--- src/rtl/binadd_pkg.sv ---
// Shared definitions for the sliced 2-bit adder controller.
// Holds the slice width, the controller state encoding and the index-width helper.
// Imported by binadd_slice_ctrl; binadd itself needs nothing from here.
package binadd_pkg;

  localparam int SLICE_W = 2;

  typedef enum logic [1:0] {
    IDLE = 2'd0,
    RUN  = 2'd1,
    DONE = 2'd2
  } state_t;

  // Width of a counter that walks nslice slices; never narrower than one bit
  // so a single-slice build still has a legal index register.
  function automatic int idx_w(input int nslice);
    return (nslice > 1) ? $clog2(nslice) : 1;
  endfunction

endpackage

--- src/rtl/binadd_slice_ctrl.sv ---
// Sequences a WIDTH-bit add through an external 2-bit binadd, one slice per clock, LSB first.
// Latency: start accepted at edge E0, done pulses in the cycle after E_NSLICE (NSLICE+1 cycles).
// Backpressure: start is sampled only in IDLE; requests while busy are dropped.
// Ports: clk/rst_n; start, op_a, op_b, cin request; busy, done, sum, cout, ovf result;
//        sl_a/sl_b/sl_c drive binadd a/b/c, sl_s/sl_cout return binadd s/cout.
module binadd_slice_ctrl
  import binadd_pkg::*;
#(
  parameter int WIDTH  = 8,
  parameter int NSLICE = WIDTH / SLICE_W
) (
  input  logic               clk,
  input  logic               rst_n,
  input  logic               start,
  input  logic [WIDTH-1:0]   op_a,
  input  logic [WIDTH-1:0]   op_b,
  input  logic               cin,
  output logic               busy,
  output logic               done,
  output logic [WIDTH-1:0]   sum,
  output logic               cout,
  output logic               ovf,
  output logic [SLICE_W-1:0] sl_a,
  output logic [SLICE_W-1:0] sl_b,
  output logic               sl_c,
  input  logic [SLICE_W-1:0] sl_s,
  input  logic               sl_cout
);

  localparam int               IDX_W    = idx_w(NSLICE);
  localparam logic [IDX_W-1:0] IDX_LAST = IDX_W'(NSLICE - 1);

  if ((WIDTH < SLICE_W) || ((WIDTH % SLICE_W) != 0)) begin : g_bad_width
    $error("binadd_slice_ctrl: WIDTH must be even and at least 2");
  end

  state_t           state, state_nxt;
  logic [IDX_W-1:0] idx;
  logic [WIDTH-1:0] a_reg, b_reg;
  logic             carry;
  logic             accept;
  logic             last_slice;

  assign last_slice = (state == RUN) && (idx == IDX_LAST);

  always_comb begin
    state_nxt = state;
    accept    = 1'b0;
    case (state)
      IDLE: begin
        if (start) begin
          state_nxt = RUN;
          accept    = 1'b1;
        end
      end
      RUN:     if (idx == IDX_LAST) state_nxt = DONE;
      DONE:    state_nxt = IDLE;
      default: state_nxt = IDLE;
    endcase
  end

  // Slice bus is only live in RUN so binadd sees a quiet zero input otherwise.
  always_comb begin
    sl_a = '0;
    sl_b = '0;
    sl_c = 1'b0;
    if (state == RUN) begin
      sl_a = a_reg[SLICE_W*idx +: SLICE_W];
      sl_b = b_reg[SLICE_W*idx +: SLICE_W];
      sl_c = carry;
    end
  end

  always_ff @(posedge clk or negedge rst_n) begin
    if (!rst_n) begin
      state <= IDLE;
      idx   <= '0;
      a_reg <= '0;
      b_reg <= '0;
      carry <= 1'b0;
      sum   <= '0;
      cout  <= 1'b0;
      ovf   <= 1'b0;
      done  <= 1'b0;
      busy  <= 1'b0;
    end else begin
      state <= state_nxt;
      // busy and done are registered copies of where the FSM is heading,
      // so they line up exactly with the RUN/DONE cycles.
      busy  <= (state_nxt != IDLE);
      done  <= (state_nxt == DONE);
      if (accept) begin
        a_reg <= op_a;
        b_reg <= op_b;
        carry <= cin;
        idx   <= '0;
        sum   <= '0;
      end else if (state == RUN) begin
        sum[SLICE_W*idx +: SLICE_W] <= sl_s;
        carry                       <= sl_cout;
        idx                         <= idx + 1'b1;
        if (last_slice) begin
          cout <= sl_cout;
          // Final sum MSB is sl_s[1] on this edge; sum[] has not updated yet.
          ovf  <= (a_reg[WIDTH-1] == b_reg[WIDTH-1]) && (sl_s[SLICE_W-1] != a_reg[WIDTH-1]);
        end
      end
    end
  end

endmodule

--- config.mk ---
export PLATFORM = sky130hd
export DESIGN_NAME = binadd_slice_ctrl
export DESIGN_NICKNAME = d
export VERILOG_FILES = /design/src/rtl/binadd_pkg.sv /design/src/rtl/binadd_slice_ctrl.sv
export SDC_FILE = /design/constraint.sdc
export NUM_CORES = 1
export LEC_CHECK = 0
export CAP_MARGIN = 0
export CORE_MARGIN = 1
export CORE_UTILIZATION = 50
export CTS_BUF_LIST = sky130_fd_sc_hd__clkbuf_8
export CTS_CLUSTER_DIAMETER = 80
export DETAILED_ROUTE_END_ITERATION = 10
export PLACE_DENSITY = 0.82
export SETUP_SLACK_MARGIN = 0.1
export SLEW_MARGIN = 20
export SYNTH_ARGS = -nofsm -noshare
export SYNTH_HDL_FRONTEND = slang
export SYNTH_SLANG_ARGS = --single-unit
--- constraint.sdc ---
create_clock -name clk -period 2.6 [get_ports clk]
set_clock_uncertainty 0.2 [all_clocks]
set_input_delay 0.52 -clock clk [delete_from_list [all_inputs] [get_ports clk]]
set_output_delay 0.52 -clock clk [all_outputs]
set_load 0.005 [all_outputs]
Word level (Yosys, flattened, before mapping)
Index checks and enable logic that the tools add are counted.
- add/sub/neg operators: 2
- equality and inequality tests: 5
- shifts and indexed selects: 4
- mux-type cells: 15
- bitwise logic cells: 1
- reductions and logical operators: 6
- operators by type and width (kind ; count):
    3-bit negation with 34-bit output ; 1
    2-bit by 34-bit variable shift with 8-bit output, first input constant ; 1
    2-bit by 34-bit variable part select with 8-bit output ; 1
    8-bit 2-to-1 mux ; 2
    8-bit by 4-bit variable part select with 2-bit output ; 2
    2-bit 2-to-1 mux ; 6
    8-bit bitwise mux ; 1
    1-bit 2-to-1 mux ; 5
    2-bit equality test, second input constant ; 2
    2-bit one-hot mux with 2 select lines ; 1
    2-bit nonzero test ; 2
    3-bit AND reduction ; 1
    2-bit by 1-bit adder with 2-bit output, second input constant ; 1
    2-bit by 1-bit equality test with 1-bit output, second input constant ; 1
    1-bit logical AND ; 2
    2-bit zero test ; 1
    1-bit equality test ; 1
    1-bit != test ; 1
    1-bit inverter ; 1
- flip-flop bits (word level): 33
- input port bits: 23

Longest topological paths before layout
Gate-level depths: netlist of run 1.
- word-level depth: 5
- mapped depth: 6
- gate-level depth less buffers: 5

Least setup slack after synthesis of run 1
Ideal clock, no wire load.
- kind: reg2reg
- start: register idx[0]
- end: register sum[6]
- library setup time: 0.078 ns
- arrival: 1.675 ns
- data required time: 2.322 ns
- setup slack: 0.647 ns
- cell stages (with the launch flop): 7
- path buffers: 1
- clock period less this slack: 1.953 ns
- cell sequence: dfrtp_1 buf_2 inv_1 ha_1 nand2b_1 or4_1 a21oi_1
- longest elaborated chain between the ends: 5
- elaborated cells between the ends (all ways): 6
- ends and longest elaborated chain (what ; RTL line ; RTL):
    from (decl) ; binadd_slice_ctrl.sv:38 ; logic [IDX_W-1:0] idx;
    from (signal assigned) ; binadd_slice_ctrl.sv:101 ; idx <= idx + 1'b1;
    3-bit negation with 34-bit output * ; binadd_slice_ctrl.sv:99 ; sum[SLICE_W*idx +: SLICE_W] <= sl_s;
    2-bit by 34-bit variable part select with 8-bit output or 2-bit by 34-bit variable shift with 8-bit output (tied branches) ; binadd_slice_ctrl.sv:99 ;
    8-bit bitwise mux * ; binadd_slice_ctrl.sv:99 ;
    8-bit 2-to-1 mux * ; binadd_slice_ctrl.sv:98 ; end else if (state == RUN) begin
    8-bit 2-to-1 mux * ; binadd_slice_ctrl.sv:92 ; if (accept) begin
    to (signal, indexed assignment) ; binadd_slice_ctrl.sv:99 ;
    to (decl) ; binadd_slice_ctrl.sv:20 ; output logic [WIDTH-1:0] sum,
Every way passes the cells marked *; elsewhere a longest branch is shown, timed or not. The select of a mux whose other input is x is not followed.
A chain may end at the register's enable or synchronous reset.

Final worst setup path of run 1
- start: register idx[0]
- end: output sl_a[1]
- longest elaborated chain between the ends: 2
- ends and longest elaborated chain (what ; RTL line ; RTL):
    8-bit by 4-bit variable part select with 2-bit output ; binadd_slice_ctrl.sv:68 ; sl_a = a_reg[SLICE_W*idx +: SLICE_W];
    2-bit 2-to-1 mux ; binadd_slice_ctrl.sv:67 ; if (state == RUN) begin
    to (decl) ; binadd_slice_ctrl.sv:23 ; output logic [SLICE_W-1:0] sl_a,
Every way passes these cells.

==> results of run 1 <==
-- per-layer routing --
| metal | GRT usage [%] | vias up |
|---|---|---|
| met5 | 0 | - |
| met4 | 11.8 | 0 |
| met3 | 5.44 | 7 |
| met2 | 37.4 | 35 |
| met1 | 26.9 | 555 |
| li1 | - | 524 |
-- critical path, delay by kind of cell (launching register included) --
family	cells	cell delay, ns
AND/OR/NAND/NOR	1	0.17
multiplexers	1	0.49
flip-flops	1	0.40
buffers and inverters	2	0.38
-- cells in the mapped netlist, types with 2 or more instances --
master | number | area, µm²
a21oi_1 | 6 | 30.0
a22o_1 | 2 | 17.5
and2_1 | 5 | 31.3
and3b_1 | 2 | 17.5
buf_2 | 2 | 10.0
buf_6 | 2 | 22.5
dfrtp_1 | 33 | 826
ha_1 | 5 | 62.6
inv_1 | 4 | 15.0
mux2_2 | 17 | 191
mux4_2 | 4 | 90.1
nand2_1 | 10 | 37.5
nand2b_1 | 4 | 25.0
nand3b_1 | 3 | 22.5
nand4_1 | 2 | 12.5
nor2_1 | 3 | 11.3
o21ai_0 | 3 | 15.0
or3_1 | 2 | 12.5
-- layout make-up --
| type | instances | area, µm² | area share (%) |
|---|---|---|---|
| Sequential cell | 33 | 828 | 40.0 |
| Clock inverter | 3 | 13.8 | 0.665 |
| Timing Repair Buffer | 47 | 445 | 21.5 |
| Multi-Input combinational cell | 78 | 658 | 31.8 |
| Inverter | 4 | 15.0 | 0.726 |
| Tap cell | 31 | 38.8 | 1.88 |
| Clock buffer | 5 | 68.8 | 3.33 |
-- per-stage QoR --
stage	total power [mW]	instances	area, µm²
floorplan	1.53	120	1540
global placement	1.92	189	1960
detailed placement	1.96	189	1960
CTS	2.34	200	2060
global route	2.51	201	2070
finish	2.34	201	2070
-- repair_timing --
action | CTS | global route
buffers inserted | 3 | 1
endpoints found under the hold margin | 0 | 0
endpoints found under the setup margin | 4 | 3
resized for setup | 6 | 0
-- final timing paths --
kind | startpoint | to | slack [ns]
worst max-delay path | idx[0]$_DFFE_PN0P_ | sl_a[1] | 0.15
worst max register to register | idx[0]$_DFFE_PN0P_ | sum[6]$_DFFE_PN0P_ | 0.37
worst min-delay path | ovf$_DFFE_PN0P_ | ovf$_DFFE_PN0P_ | 0.29
max in group asynchronous | rst_n | state[0]$_DFF_PN0_ | 1.43
worst min register to register | ovf$_DFFE_PN0P_ | ovf$_DFFE_PN0P_ | 0.29
min in group asynchronous | rst_n | sum[0]$_DFFE_PN0P_ | 0.43
-- kinds of logic (layout without fill, tap and decap cells) --
family,Yosys count,in the layout
flip-flops,33,33
adder cells (fa/ha/maj),5,5
AO/OA/AOI/OAI,15,15
buffers and inverters,9,59
AND/OR/NAND/NOR,37,37
multiplexers,21,21
-- power groups by stage --
stage	clock, mW	sequential (mW)	combinational [mW]
2_1_floorplan	0	0.850	0.678
4_1_cts	0.375	0.903	1.06
3_5_place_dp	0	0.918	1.04
6_report	0.365	0.903	1.07
3_3_place_gp	0	0.899	1.02
5_1_grt	0.400	0.932	1.18
==> results by group, run 1 <==
Routing
  • Total number of vias: 1121
  • DRC: 1
  • ANT nets after route: 0
  • Avg Vias per Cell: 5.58
  • Met2 Wirelength: 1650 µm
  • First drt pass iteration count: 7
  • Final Routed Wirelength: 3200 µm
  • DR iter-0 viols: 22
  • Highest routed layer: met4
  • Met3 wire len: 145 µm
  • DRT met1 WL: 1360 µm
  • Wirelength per Cell: 15.9 µm

Worst setup path
  • Req. time, crit path: 1.88 ns
  • Cell breakdown of the critical path: buf_4 > mux4_2 > and2_1 > dlygate4sd2_1
  • Critical Path Sink Type: output port
  • Arrival time at the worst endpoint: 1.73 ns
  • Slowest stage cell, crit path: mux4_2
  • Crit-path max FO: 4
  • Critical Path Start Type: flip-flop
  • FF-to-FF path depth: 7
  • Worst path max stage delay: 0.49 ns
  • Worst setup path class: reg -> out

Clocking
  • CTS Hold Buffers Added: 0
  • CTS Buffer Depth: 2
  • TritonCTS Buffers: 5
  • Clk pin slew, worst setup/hold paths: 0.07 ns
  • Latest clock arrival within the worst-skew pair: 0.29 ns
  • Clock sink count: 33
  • CTS tree: done
  • Clock Tree Root: clkbuf_8
  • H-tree lvl count: 2

Pwr
  • Cell leakage power: 0.929 nW
  • Clk pwr share: 15.6%
  • Sw Ratio: 32.6%
  • Logic pwr share: 45.7%
  • Internal: 1.57 mW
  • Sequential share of power: 38.6%
  • Switching pwr: 0.761 mW
  • Power Density: 1130 mW/mm²
  • VDD IR-drop max: 0.763 mV

Synth
  • Synth Area per Inst: 12.8 µm²
  • Compound-Gate Fraction of Synth Area: 6.28%
  • Top FF cell, synth: dfrtp_1
  • Post-Synth Simple-Gate Area: 14.2%
  • Synth Net Count: 148
  • XOR/XNOR Fraction of Synth Area: 0%
  • Synth warn: 0
  • Post-Synthesis Cells: 120
  • Largest family of logic cells by synthesized area: multiplexers
  • Synth Area in Adders: 4.07%
  • FFs w/ async S/R, synth: 100%
  • Post-Syn Area: 0.00154 mm²
  • Netlist cell types: 29
  • Sequential-to-total area share from yosys stat: 53.8%
  • Yosys reg bits: 33
  • Mux cell area share after synthesis: 18.3%
  • Post-synth EDFFs: 0

Hold path
  • Tightest Hold Check Type: reg -> reg
  • Worst hold path cell count: 2

GRT
  • Gr ovfl total: 0
  • Tot GR Track Use: 22.4%
  • First-pass GRT wire length: 5440 µm
  • Initial antenna violation count: 0
  • Pin count of the biggest net entering global routing: 34
  • Via count of the first global-routing pass: 1182

Finish
  • ANT cells: 0
  • Filler Cell Count: 216
  • Layout cells sized above 1: 22.9%
  • Commonest non-fill, non-tap cells in the layout: clkdlybuf4s50_1, dfrtp_1, mux2_2, nand2_1, buf_4
  • Post-layout util: 73.1%
  • P&R area growth vs syn: 34.7%
  • Commonest non-fill, non-tap cell in the layout: clkdlybuf4s50_1
  • Net count, final: 197

STA
  • Crit path time final: 2.45 ns
  • Worst hold margin: 0.293 ns
  • Final setup vio count: 0
  • Slew of the pin with the lowest slew margin: 0.461 ns
  • Slew Limit Fails: 0
  • Final setup margin: 0.150 ns
  • Period Utilization, post-route: 94.2%
  • RSZ-0062 raised after global routing: no
  • TNS Setup: 0 ns
  • Final Hold Fails: 0
  • Slew HR: 69.2%
  • F_max: 0.408 GHz

Job
  • Maxcap violations: 0

Floorplanning
  • Die Height: 57.4 µm
  • Core area: 0.00283 mm²
  • Initial Util: 54.3%
  • Top Ports: 40
  • Die area: 0.00330 mm²
  • # rows: 19
  • Chip width: 57.4 µm

Place
  • Port Buffers: 39
  • Final HPWL DP: 2220 µm
  • GP Congestion: 0.823
  • Pre-CTS setup slack: 0.221 ns

Outcome
  • Outcome: finished with violations
  • Violated checks: DRC
Power figures use the tool's default switching activity.
==> run 2: changes to the inputs <==
==> constraint.sdc (replaced) <==
create_clock -name clk -period 2.6 [get_ports clk]
set_clock_uncertainty 0.2 [all_clocks]
set_input_delay 0.39 -clock clk [delete_from_list [all_inputs] [get_ports clk]]
set_output_delay 0.39 -clock clk [all_outputs]
set_load 0.005 [all_outputs]
==> run 2 against run 1 <==
Compared with the run above: the run still ends with DRC left; critical path depth down 1; wire length down 4.9%; cell area decreased by 1.1%; combinational power barely moved; critical path type unchanged.
==> results by group, run 2 (synthesis results as in run 1) <==
Worst setup path
  • Critical Path Start Type: flip-flop (unchanged)
  • Arrival time at the worst endpoint: 1.82 ns (was 1.73 ns)
  • WP buf/inv: 1 (was 2)
  • Req. time, crit path: 2.01 ns (was 1.88 ns)
  • R2r startpoint: idx[0]$_DFFE_PN0P_ (unchanged)
  • Critical Path Sink Type: output port (unchanged)
  • Worst path max stage delay: 0.50 ns (was 0.49 ns)
  • Cell breakdown of the critical path: mux4_2 > and2_1 > clkdlybuf4s50_1 (was buf_4 > mux4_2 > and2_1 > dlygate4sd2_1)
  • Crit-path leading delay family: multiplexers (unchanged)
  • Crit-path max FO: 5 (was 4)
  • Crit path from: idx[0]$_DFFE_PN0P_ (unchanged)
  • Worst setup path class: reg -> out (unchanged)
  • Slowest stage cell, crit path: mux4_2 (unchanged)

GRT
  • Via count of the first global-routing pass: 1131 (was 1182)
  • First-pass GRT wire length: 5250 µm (was 5440 µm)
  • Tot GR Track Use: 21.9% (was 22.4%)
  • Gr ovfl total: 0 (unchanged)
  • Pin count of the biggest net entering global routing: 34 (unchanged)
  • Initial antenna violation count: 0 (unchanged)

STA
  • RSZ-0062 raised after global routing: no (unchanged)
  • Slew Limit Fails: 0 (unchanged)
  • Final setup vio count: 0 (unchanged)
  • Slew HR: 66.2% (was 69.2%)
  • Slew of the pin with the lowest slew margin: 0.506 ns (was 0.461 ns)
  • Period Utilization, post-route: 92.8% (was 94.2%)
  • Final setup margin: 0.187 ns (was 0.150 ns)
  • Final Hold Fails: 0 (unchanged)
  • TNS Setup: 0 ns (unchanged)
  • Crit path time final: 2.41 ns (was 2.45 ns)
  • F_max: 0.414 GHz (was 0.408 GHz)

Finish
  • P&R area growth vs syn: 33.3% (was 34.7%)
  • Commonest non-fill, non-tap cells in the layout: clkdlybuf4s50_1, dfrtp_1, mux2_2, nand2_1, a21oi_1 (was clkdlybuf4s50_1, dfrtp_1, mux2_2, nand2_1, buf_4)
  • ANT cells: 0 (unchanged)
  • Filler Cell Count: 194 (was 216)
  • Layout cells sized above 1: 20.6% (was 22.9%)
  • Net count, final: 194 (was 197)
  • Final cell count without fillers: 196 (was 201)
  • Commonest non-fill, non-tap cell in the layout: clkdlybuf4s50_1 (unchanged)

Floorplanning
  • Die Height: 57.4 µm (unchanged)
  • Core area: 0.00283 mm² (unchanged)
  • Initial Util: 54.3% (unchanged)
  • Die area: 0.00330 mm² (unchanged)
  • Top Ports: 40 (unchanged)
  • # rows: 19 (unchanged)
  • Chip width: 57.4 µm (unchanged)

Clocking
  • CTS Buffer Depth: 2 (unchanged)
  • H-tree lvl count: 2 (unchanged)
  • CTS tree: done (unchanged)
  • TritonCTS Buffers: 5 (unchanged)
  • Clock sink count: 33 (unchanged)
  • CTS Hold Buffers Added: 0 (unchanged)
  • Latest clock arrival within the worst-skew pair: 0.28 ns (was 0.29 ns)
  • Clock Tree Root: clkbuf_8 (unchanged)
  • Clk pin slew, worst setup/hold paths: 0.07 ns (about the same)

Pwr
  • Switching pwr: 0.737 mW (was 0.761 mW)
  • VDD IR-drop max: 0.623 mV (was 0.763 mV)
  • Clk pwr share: 15.2% (was 15.6%)
  • Sw Ratio: 32.0% (was 32.6%)
  • Logic pwr share: 45.6% (was 45.7%)
  • Sequential share of power: 39.2% (was 38.6%)
  • Cell leakage power: 0.921 nW (was 0.929 nW)
  • Power Density: 1130 mW/mm² (about the same)
  • Internal: 1.57 mW (about the same)

Routing
  • Total number of vias: 1089 (was 1121)
  • Wirelength per Cell: 15.5 µm (was 15.9 µm)
  • Avg Vias per Cell: 5.56 (was 5.58)
  • Final Routed Wirelength: 3040 µm (was 3200 µm)
  • ANT nets after route: 0 (unchanged)
  • First drt pass iteration count: 7 (unchanged)
  • DR iter-0 viols: 29 (was 22)
  • DRC: 1 (unchanged)

Hold path
  • Min-delay src: ovf$_DFFE_PN0P_ (unchanged)
  • Tightest Hold Check Type: reg -> reg (unchanged)

Outcome
  • Violated checks: DRC (unchanged)
  • Outcome: finished with violations (unchanged)

Place
  • GP Congestion: 0.826 (was 0.823)
  • Final HPWL DP: 2150 µm (was 2220 µm)
  • Placed cells: 188 (was 189)
  • Pre-CTS setup slack: 0.241 ns (was 0.221 ns)
  • Port Buffers: 39 (unchanged)

Job
  • Maxcap violations: 0 (unchanged)
## run 2: cell count changes in the layout (fill, tap and decap cells not counted), sizes merged
cell / before / now
dlymetal6s2s: 0 / 2
clkdlybuf4s50: 35 / 37
inv: 5 / 4
clkinv: 2 / 1
dlygate4sd2: 4 / 0
buf: 8 / 5
## run 2: power by group through the flow
stage | Clock, mW | Sequential [mW] | Combinational, mW
floorplan | 0 | 0.850 | 0.678
global route | 0.385 | 0.937 | 1.15
global placement | 0 | 0.908 | 0.992
detailed placement | 0 | 0.926 | 1.02
CTS | 0.360 | 0.908 | 1.05
finish | 0.349 | 0.903 | 1.05
## run 2: area by class of cell
cell class	count	area [µm²]	area share (%)
Clock buffer	5	68.8	3.36
Tap cell	31	38.8	1.90
Timing Repair Buffer	44	433	21.2
Sequential cell	33	827	40.4
Clock inverter	1	5.00	0.245
Inverter	4	15.0	0.734
Multi-Input combinational cell	78	658	32.2
## run 2: worst register-to-register path: stages (launching register included)
cell and delay, ns:
dfrtp_2 0.46, buf_4 0.18, inv_1 0.17, ha_1 0.31, nand2b_1 0.17, or4_1 0.42, a21oi_1 0.15
## run 2: layer usage
layer | share of wire (%) | vias to the layer above | global-route usage [%]
met4 | 0.76 | 0 | 8.01
met2 | 51 | 40 | 34.7
met5 | 0 | - | 0
met3 | 6.2 | 4 | 9.07
li1 | - | 517 | -
met1 | 42 | 528 | 27.0
## run 2: repair_timing
action,CTS,global route
setup endpoints to repair,4,3
setup buffers,1,1
resized for setup,1,2
endpoints found under the hold margin,0,0
## run 2: path summary, 6_finish.rpt
| kind | endpoint | depth (start not counted) | slack, ns |
|---|---|---|---|
| hold reg to reg | ovf$_DFFE_PN0P_ | 2 | 0.29 |
| max in group asynchronous | idx[0]$_DFFE_PN0P_ | 2 | 1.58 |
| hold / removal | ovf$_DFFE_PN0P_ | 2 | 0.29 |
| setup reg to reg | sum[6]$_DFFE_PN0P_ | 6 | 0.48 |
| min in group asynchronous | sum[2]$_DFFE_PN0P_ | 2 | 0.31 |
| setup / recovery | sl_b[1] | 3 | 0.19 |
## run 2: through the flow
stage	power, mW	utilization, %	hold slack, ns	area [µm²]
6_report	2.30	72.3	0.287	2050
5_1_grt	2.47	72.3	0.319	2050
4_1_cts	2.32	71.9	0.295	2030
3_5_place_dp	1.95	69.0	0.280	1950
3_3_place_gp	1.90	69.0	0.267	1950
2_1_floorplan	1.53	-	-0.106	1540
==> run 3: changes to the inputs <==
- CORE_ASPECT_RATIO: not set -> 1.2
- SKIP_CTS_REPAIR_TIMING: not set -> 1
==> run 3 against run 2 <==
Compared with the run above: highest routed layer unchanged; sequential power hardly changed; non-clock buffer count is 1 higher; total power is 1.8% higher; count of clock-buffer cells in the layout is 1 higher; combinational power hardly changed; critical path type unchanged; first-iteration DRC count is 10% lower; sequential share of layout area is 0.51 points lower; the flow now finishes without violations; via count is 2.6% higher; fmax hardly changed; critical endpoint unchanged; largest cell class unchanged; die area hardly changed; cell area is 1.3% higher.
==> results by group, run 3 (synthesis results as in run 1) <==
Finish
  • P&R area growth vs syn: 35.0% (was 33.3%)
  • Commonest non-fill, non-tap cell in the layout: clkdlybuf4s50_1 (unchanged)
  • Post-layout util: 72.3% (about the same)
  • Net count, final: 195 (was 194)
  • ANT cells: 0 (unchanged)
  • Commonest non-fill, non-tap cells in the layout: clkdlybuf4s50_1, dfrtp_1, mux2_2, nand2_1 (was clkdlybuf4s50_1, dfrtp_1, mux2_2, nand2_1, a21oi_1)
  • Layout cells sized above 1: 21.6% (was 20.6%)

STA
  • Final Hold Fails: 0 (unchanged)
  • Final setup vio count: 0 (unchanged)
  • Slew of the pin with the lowest slew margin: 0.475 ns (was 0.506 ns)
  • F_max: 0.415 GHz (was 0.414 GHz)
  • Period Utilization, post-route: 92.8% (about the same)
  • Final setup margin: 0.188 ns (was 0.187 ns)
  • Slew HR: 68.2% (was 66.2%)
  • TNS Setup: 0 ns (unchanged)
  • Worst hold margin: 0.259 ns (was 0.287 ns)
  • Slew Limit Fails: 0 (unchanged)
  • Crit path time final: 2.41 ns (about the same)
  • RSZ-0062 raised after global routing: no (unchanged)

Worst setup path
  • Crit-path max FO: 6 (was 5)
  • Critical Path Start Type: flip-flop (unchanged)
  • Arrival time at the worst endpoint: 1.82 ns (about the same)
  • Critical Path Sink Type: output port (unchanged)
  • Req. time, crit path: 2.01 ns (about the same)
  • Worst setup path class: reg -> out (unchanged)

Clocking
  • TritonCTS Buffers: 5 (unchanged)
  • Clock Tree Root: clkbuf_8 (unchanged)
  • Clock sink count: 33 (unchanged)
  • Clk pin slew, worst setup/hold paths: 0.07 ns (about the same)
  • CTS Buffer Depth: 2 (unchanged)
  • H-tree lvl count: 2 (unchanged)
  • CTS tree: done (unchanged)
  • Latest clock arrival within the worst-skew pair: 0.28 ns (about the same)

Floorplanning
  • Die Height: 62.7 µm (was 57.4 µm)
  • Die area: 0.00330 mm² (about the same)
  • Initial Util: 53.6% (was 54.3%)
  • # rows: 21 (was 19)
  • Top Ports: 40 (unchanged)
  • Core area: 0.00286 mm² (was 0.00283 mm²)
  • Chip width: 52.6 µm (was 57.4 µm)

GRT
  • Via count of the first global-routing pass: 1203 (was 1131)
  • Gr ovfl total: 0 (unchanged)
  • Tot GR Track Use: 22.4% (was 21.9%)
  • First-pass GRT wire length: 5340 µm (was 5250 µm)
  • Initial antenna violation count: 0 (unchanged)
  • Pin count of the biggest net entering global routing: 21 (was 34)

Routing
  • Wirelength per Cell: 15.3 µm (was 15.5 µm)
  • DR iter-0 viols: 26 (was 29)
  • Total number of vias: 1117 (was 1089)
  • Avg Vias per Cell: 5.56 (about the same)
  • First drt pass iteration count: 4 (was 7)
  • Final Routed Wirelength: 3070 µm (was 3040 µm)
  • ANT nets after route: 0 (unchanged)
  • DRC: 0 (was 1)

Hold path
  • Tightest Hold Check Type: in -> async (was reg -> reg)

Pwr
  • Power Density: 1130 mW/mm² (about the same)
  • Cell leakage power: 0.936 nW (was 0.921 nW)
  • VDD IR-drop max: 0.829 mV (was 0.623 mV)
  • Total power draw: 2.35 mW (was 2.30 mW)

Place
  • GP Congestion: 0.914 (was 0.826)
  • Final HPWL DP: 2260 µm (was 2150 µm)
  • Port Buffers: 39 (unchanged)
  • Pre-CTS setup slack: 0.239 ns (was 0.241 ns)

Job
  • Maxcap violations: 0 (unchanged)

Outcome
  • Outcome: finished clean (was finished with violations)
==> run 3: cell type report <==
type / instances / area, µm²
flip-flops and latches: 33 / 827
fillers: 223 / 792
multi-input cells: 78 / 661
repair buffers: 45 / 440
clock buffers: 6 / 82.6
well taps: 34 / 42.5
inverters: 4 / 15.0
clock inverters: 1 / 3.75
==> run 3: per-layer routing <==
metal	global-route usage (%)	share of wire, %	vias to the layer above
li1	-	-	517
met1	27.7	40	554
met4	8.22	1.5	0
met3	7.06	5.1	6
met5	0	0	-
met2	35.9	53	40
==> run 3: stage by stage <==
step / instances / cell area (µm²)
final: 201 / 2070
after global routing: 201 / 2070
after CTS: 199 / 2050
after detailed placement: 192 / 1960
after global placement: 192 / 1960
after floorplan: 120 / 1540
==> run 3: critical path, stage by stage (launching register included) <==
cell and delay (ns):
dfrtp_2 0.44, mux4_2 0.50, and2_1 0.17, clkdlybuf4s50_1 0.43
==> run 3: path summary, 6_finish.rpt <==
| check | startpoint | to | slack [ns] | depth (start not counted) |
|---|---|---|---|---|
| max | idx[0]$_DFFE_PN0P_ | sl_b[1] | 0.19 | 3 |
| min | rst_n | sum[1]$_DFFE_PN0P_ | 0.26 | 2 |
| max reg2reg | idx[1]$_DFFE_PN0P_ | sum[6]$_DFFE_PN0P_ | 0.59 | 5 |
| min reg2reg | ovf$_DFFE_PN0P_ | ovf$_DFFE_PN0P_ | 0.29 | 2 |
| max in group asynchronous | rst_n | idx[0]$_DFFE_PN0P_ | 1.68 | 2 |
| min in group clk | ovf$_DFFE_PN0P_ | ovf$_DFFE_PN0P_ | 0.29 | 2 |
==> run 3: where the power goes <==
part | internal, mW | switching, mW
clock network | 0.206 | 0.170
logic | 0.655 | 0.410
registers | 0.742 | 0.164
